File: src/rtl/fifo_umbrales.sv
// Single-clock FIFO with occupancy count, programmable almost-full/almost-empty
// thresholds, overflow/underflow pulses and an optional first-word-fall-through read port.
module fifo_umbrales #(
   parameter int BITNUMBER = 8,
   parameter int LENGTH    = 8,
   parameter int FWFT      = 0,
   localparam int CW       = $clog2(LENGTH) + 1
) (
   input  logic                 clk,
   input  logic                 reset,
   input  logic                 Fifo_wr,
   input  logic                 Fifo_rd,
   input  logic [BITNUMBER-1:0] Fifo_Data_in,
   input  logic [CW-1:0]        Fifo_umbral_alto,
   input  logic [CW-1:0]        Fifo_umbral_bajo,
   output logic [BITNUMBER-1:0] Fifo_Data_out,
   output logic                 Fifo_valid,
   output logic                 Fifo_full,
   output logic                 Fifo_empty,
   output logic                 Fifo_almost_full,
   output logic                 Fifo_almost_empty,
   output logic [CW-1:0]        Fifo_count,
   output logic                 Fifo_overflow,
   output logic                 Fifo_underflow
);

   localparam int PW = $clog2(LENGTH);
   localparam logic [PW-1:0] PTR_ONE = PW'(1);
   localparam logic [CW-1:0] CNT_ONE = CW'(1);
   localparam logic [CW-1:0] CNT_MAX = CW'(LENGTH);

   logic [BITNUMBER-1:0] mem [LENGTH];
   logic [PW-1:0]        wr_ptr;
   logic [PW-1:0]        rd_ptr;
   logic [CW-1:0]        count;
   logic                 rd_acc;
   logic                 wr_acc;

   assign Fifo_full         = (count == CNT_MAX);
   assign Fifo_empty        = (count == '0);
   assign Fifo_almost_full  = (count >= Fifo_umbral_alto);
   assign Fifo_almost_empty = (count <= Fifo_umbral_bajo);
   assign Fifo_count        = count;

   // A full FIFO may still take a write when the same cycle frees a slot.
   assign rd_acc = Fifo_rd && !Fifo_empty;
   assign wr_acc = Fifo_wr && (!Fifo_full || rd_acc);

   always_ff @(posedge clk) begin
      if (wr_acc)
         mem[wr_ptr] <= Fifo_Data_in;
   end

   always_ff @(posedge clk) begin
      if (reset) begin
         wr_ptr         <= '0;
         rd_ptr         <= '0;
         count          <= '0;
         Fifo_overflow  <= 1'b0;
         Fifo_underflow <= 1'b0;
      end else begin
         if (wr_acc)
            wr_ptr <= wr_ptr + PTR_ONE;
         if (rd_acc)
            rd_ptr <= rd_ptr + PTR_ONE;
         case ({wr_acc, rd_acc})
            2'b10:   count <= count + CNT_ONE;
            2'b01:   count <= count - CNT_ONE;
            default: count <= count;
         endcase
         Fifo_overflow  <= Fifo_wr && !wr_acc;
         Fifo_underflow <= Fifo_rd && Fifo_empty;
      end
   end

   generate
      if (FWFT != 0) begin : g_fwft
         assign Fifo_Data_out = mem[rd_ptr];
         assign Fifo_valid    = !Fifo_empty;
      end else begin : g_reg
         logic [BITNUMBER-1:0] data_q;
         logic                 valid_q;

         // Read port samples the head before this edge's write, so a write into
         // the slot being freed is never seen by the read it races with.
         always_ff @(posedge clk) begin
            if (reset) begin
               data_q  <= '0;
               valid_q <= 1'b0;
            end else begin
               valid_q <= rd_acc;
               if (rd_acc)
                  data_q <= mem[rd_ptr];
            end
         end

         assign Fifo_Data_out = data_q;
         assign Fifo_valid    = valid_q;
      end
   endgenerate

endmodule

File: config.mk
export PLATFORM = sky130hd
export DESIGN_NAME = fifo_umbrales
export DESIGN_NICKNAME = d
export VERILOG_FILES = /design/src/rtl/fifo_umbrales.sv
export SDC_FILE = /design/constraint.sdc
export NUM_CORES = 1
export LEC_CHECK = 0
export BUFFER_PORTS_ARGS = -buffer_cell sky130_fd_sc_hd__buf_4
export CAP_MARGIN = 40
export CORE_UTILIZATION = 50
export DETAILED_ROUTE_END_ITERATION = 8
export PLACE_DENSITY = 0.7
export SETUP_SLACK_MARGIN = 0.4
export SKIP_CTS_REPAIR_TIMING = 1
export SYNTH_ARGS = -nofsm -noshare
export SYNTH_HDL_FRONTEND = slang
export SYNTH_SLANG_ARGS = --single-unit
File: constraint.sdc
create_clock -name clk -period 2.9 [get_ports clk]
set_input_delay 0.29 -clock clk [delete_from_list [all_inputs] [get_ports clk]]
set_output_delay 0.29 -clock clk [all_outputs]
set_load 0.03 [all_outputs]
==> metrics.md <==
| Metric | Value |
|---|---|
| Run status | `completed` |
| Reg-to-Reg Start | `Fifo_count[3]` |
| Die outline area | `0.00764 mm^2` |
| Clock Path Buffers | `2` |
| Chain of cells forming the critical path | `o41a_4 -> nand2b_1 -> inv_1 -> ha_1 -> a21oi_1 -> nand2_1 -> o31a_1 -> nand3_1` |
| Number of logic stages on the critical path including buffering | `8` |
| Number of rows in the core area | `30` |
| Part of the power in the clock network | `22.4%` |
| Number of DRC markers after the initial detailed-route iteration | `about 180` |
| Class of the tightest hold or removal check | `in -> reg` |
| Endpoint class of the critical path | `register` |
| Port-buffer cells | `38` |
| Worst clock skew on the final layout | `10.8 ps` |
| Standard cell with the maximum stage delay on the critical path | `sky130_fd_sc_hd__o41a_4` |
| Antenna cells | `0` |
| Hold Path Origin | `Fifo_Data_in[5]` |
| Number of pins with negative max-slew slack in the final report | `0` |
| Critical setup path kind | `reg -> reg` |
| Antenna violations before repair | `0` |
| Proportion of power drawn by combinational gates | `between 30% and 40%` |
| Count of synthesis-stage warnings from yosys | `0` |
| First-pass GRT wire length | `10.3 mm` |
| Reported net switching power | `about 1.3 mW` |
| Worst-margin pin slew | `869 ps` |
| Startpoint kind of the worst setup timing path | `register` |
| EDFF count, synth | `64` |
| Per-instance average area after synthesis | `approximately 16 um^2` |
| Clock transition at the registers of the reported paths | `90 ps` |
| Number of unique standard cell types used by synthesis | `40` |
| Fill cells | `about 540` |
| Final hold violations | `0` |
| Mapped cell area | `0.00365 mm^2` |
| Share of post-route cells with drive strength above 1 | `between 20% and 30%` |
| Clock tree from TritonCTS | `done` |
| Flop pwr share | `43.1%` |
| Final net count | `312` |
| Mean routed wirelength per cell | `17.0 um` |
| Master cell of the clock root buffer | `sky130_fd_sc_hd__clkbuf_8` |
| Global router's overall resource usage | `18.9%` |
| Start point of the critical path | `Fifo_count[3]` |
| Final worst-path cycle share | `80.2%` |
| Primary FF master, synth | `sky130_fd_sc_hd__edfxtp_1` |
| Required time of the worst setup path | `3190 ps` |
| Proportion of total power due to net switching | `34.4%` |
| Initial Util | `52.8%` |
| Largest net degree at the start of global routing | `21` |
| Clock sinks | `85` |
| Setup_tns | `0 ps` |
| Asr flop ratio synth | `0%` |
| Worst slew slack as a fraction of its limit | `42.0%` |
| Internal Pwr Total | `2.42 mW` |
| Die W | `87.4 um` |
| Bufs and invs on worst path | `1` |
| Min Tclk post-route | `2330 ps` |
| Cell leakage power | `1.55 nW` |
| Largest driver fanout on the critical path | `20` |
| Reg2Reg Capture Point | `Fifo_count[3]` |
| Antenna violation net count after detailed routing | `0` |
| Arr. time, crit path | `2620 ps` |
| Number of I/O pins | `39` |
| Capturing element of the worst setup path | `Fifo_count[3]` |
| Gate count after technology mapping | `234` |
| Pre-CTS WS | `508 ps` |
| DP Wirelength | `4.21 mm` |
| Area inside the core boundary | `0.00691 mm^2` |
| Combined flip-flop and latch cell area | `0.00234 mm^2` |
| Area of the multi-input gates | `0.00119 mm^2` |
| Sequential fraction of the synthesis area | `64.2%` |
| Yosys top cell area share | `52.7%` |
| Power density over the cells | `871 mW/mm^2` |
| DRC errors left | `0` |
| # H-tree levels | `3` |
| FF+latch count, synth | `85` |
| Total clock buffers created by CTS | `9` |
| Vias per Instance | `around 5.3` |
| Vias in the first global route | `2020` |
| Die Y-Extent | `87.4 um` |
| Delay-heaviest family, CP | `compound AO/OA/AOI/OAI gates` |
| Cell type with the highest aggregate area in the netlist | `sky130_fd_sc_hd__edfxtp_1` |
| Router iterations before antenna repair | `4` |
| Number of max-cap violations | `0` |
| Setup-failing EPs final | `0` |
| Post-Route WL | `6.47 mm` |
| Post-synth net total | `267` |
| Gr ovfl total | `0` |
| Register-to-Register Path Depth | `8` |
| FMAX | `430 MHz` |
| Skew-Pair Late Insertion Delay | `roughly 350 ps` |
| Worst voltage drop across the vdd grid | `0.000736 V` |
| Setup WS post-layout | `573 ps` |
| RSZ-0062 raised after global routing | `true` |
| Gpl congestion | `0.751` |
| Via total after detailed routing | `2025` |
| Maximum cell stage delay along the critical path | `about 660 ps` |
| Setup slack of the worst register-to-register path | `570 ps` |
| Cell types with the largest area share after synthesis | `sky130_fd_sc_hd__edfxtp_1, sky130_fd_sc_hd__dfxtp_1, sky130_fd_sc_hd__mux4_2` |
| Synthesis-to-layout area growth | `16.2%` |
[sequential cells by signal, indices dropped and copies added (netlist names)]
register        count
mem                64
Fifo_Data_out       8
Fifo_count          4
rd_ptr              3
wr_ptr              3
Fifo_overflow       1
Fifo_underflow      1
Fifo_valid          1
[power by group through the flow]
stage               sequential, mW  combinational (mW)  clock (mW)
floorplan                     1.71               0.836           0
global placement              1.61                1.26           0
finish                        1.59                1.27       0.828
CTS                           1.58                1.28       0.838
detailed placement            1.61                1.28           0
global route                  1.61                1.38       0.888
[through the flow]
stage	instances	hold WS (ps)	cell area, um^2	util, %	total power [mW]
after floorplan	234	389	3650	-	2.54
after global placement	364	526	4030	58.4	2.87
after detailed placement	364	525	4030	58.4	2.89
after CTS	380	156	4230	61.2	3.70
after global routing	380	160	4240	61.4	3.88
final	380	169	4240	61.4	3.69
[cells in the mapped netlist, types with 3 or more instances]
cell type,count
sky130_fd_sc_hd__a21o_1,3
sky130_fd_sc_hd__a21oi_1,10
sky130_fd_sc_hd__and3_1,3
sky130_fd_sc_hd__buf_4,3
sky130_fd_sc_hd__clkbuf_1,3
sky130_fd_sc_hd__dfxtp_1,21
sky130_fd_sc_hd__edfxtp_1,64
sky130_fd_sc_hd__ha_1,12
sky130_fd_sc_hd__inv_1,10
sky130_fd_sc_hd__mux2i_1,11
sky130_fd_sc_hd__mux4_2,16
sky130_fd_sc_hd__nand2_1,5
sky130_fd_sc_hd__nand2b_1,6
sky130_fd_sc_hd__nor2_1,16
sky130_fd_sc_hd__nor3_1,5
sky130_fd_sc_hd__o21ai_0,10
sky130_fd_sc_hd__xnor2_1,4
sky130_fd_sc_hd__xor2_1,3
[area by class of cell]
cell class,count,share of cell area [%]
Sequential cell,85,55.3
Multi-Input combinational cell,126,28.0
Timing Repair Buffer,47,8.33
Clock buffer,9,2.92
Tap cell,96,2.83
Clock inverter,7,1.68
Inverter,10,0.886
[per-layer routing]
layer | routed length (um) | GRT usage (%)
met1 | 2920 | 25.1
met3 | 267 | 3.79
met4 | 96 | 7.60
met2 | 3190 | 30.8
met5 | 0 | 0
[layout by cell type (no fill, tap or decap), types with 3 or more instances in the layout]
master                      n
sky130_fd_sc_hd__edfxtp_1  64
sky130_fd_sc_hd__o21ai_0   10
sky130_fd_sc_hd__a21oi_1   10
sky130_fd_sc_hd__mux2i_1   11
sky130_fd_sc_hd__nand2b_1   6
sky130_fd_sc_hd__a21o_1     3
sky130_fd_sc_hd__inv_1     10
sky130_fd_sc_hd__buf_4     47
sky130_fd_sc_hd__xor2_1     3
sky130_fd_sc_hd__nor2_1    16
sky130_fd_sc_hd__dfxtp_1   20
sky130_fd_sc_hd__and3_1     3
sky130_fd_sc_hd__nand2_1    5
sky130_fd_sc_hd__xnor2_1    4
sky130_fd_sc_hd__mux4_2    16
sky130_fd_sc_hd__nor3_1     5
sky130_fd_sc_hd__clkbuf_8   9
sky130_fd_sc_hd__ha_1      12
[worst min-delay path by stage]
stage | cells after the start | to
final | 1 | mem[4][5]
after global routing | 1 | mem[3][7]
after CTS | 1 | mem[6][7]
after detailed placement | 1 | mem[3][7]
after global placement | 1 | mem[3][0]
after floorplan | 0 | mem[0][0]
[kinds of logic (layout without fill, tap and decap cells)]
kind of cell    after synthesis  after routing  synth area share [%]
xor+xnor                      7              7                  1.68
flops                        85             85                  64.2
buf+inv                      23             73                  3.40
mux                          27             27                  12.9
simple gates                 44             44                  6.07
fa+ha+maj                    13             13                  4.67
compound gates               35             35                  7.04
Power figures use the tool's default switching activity.
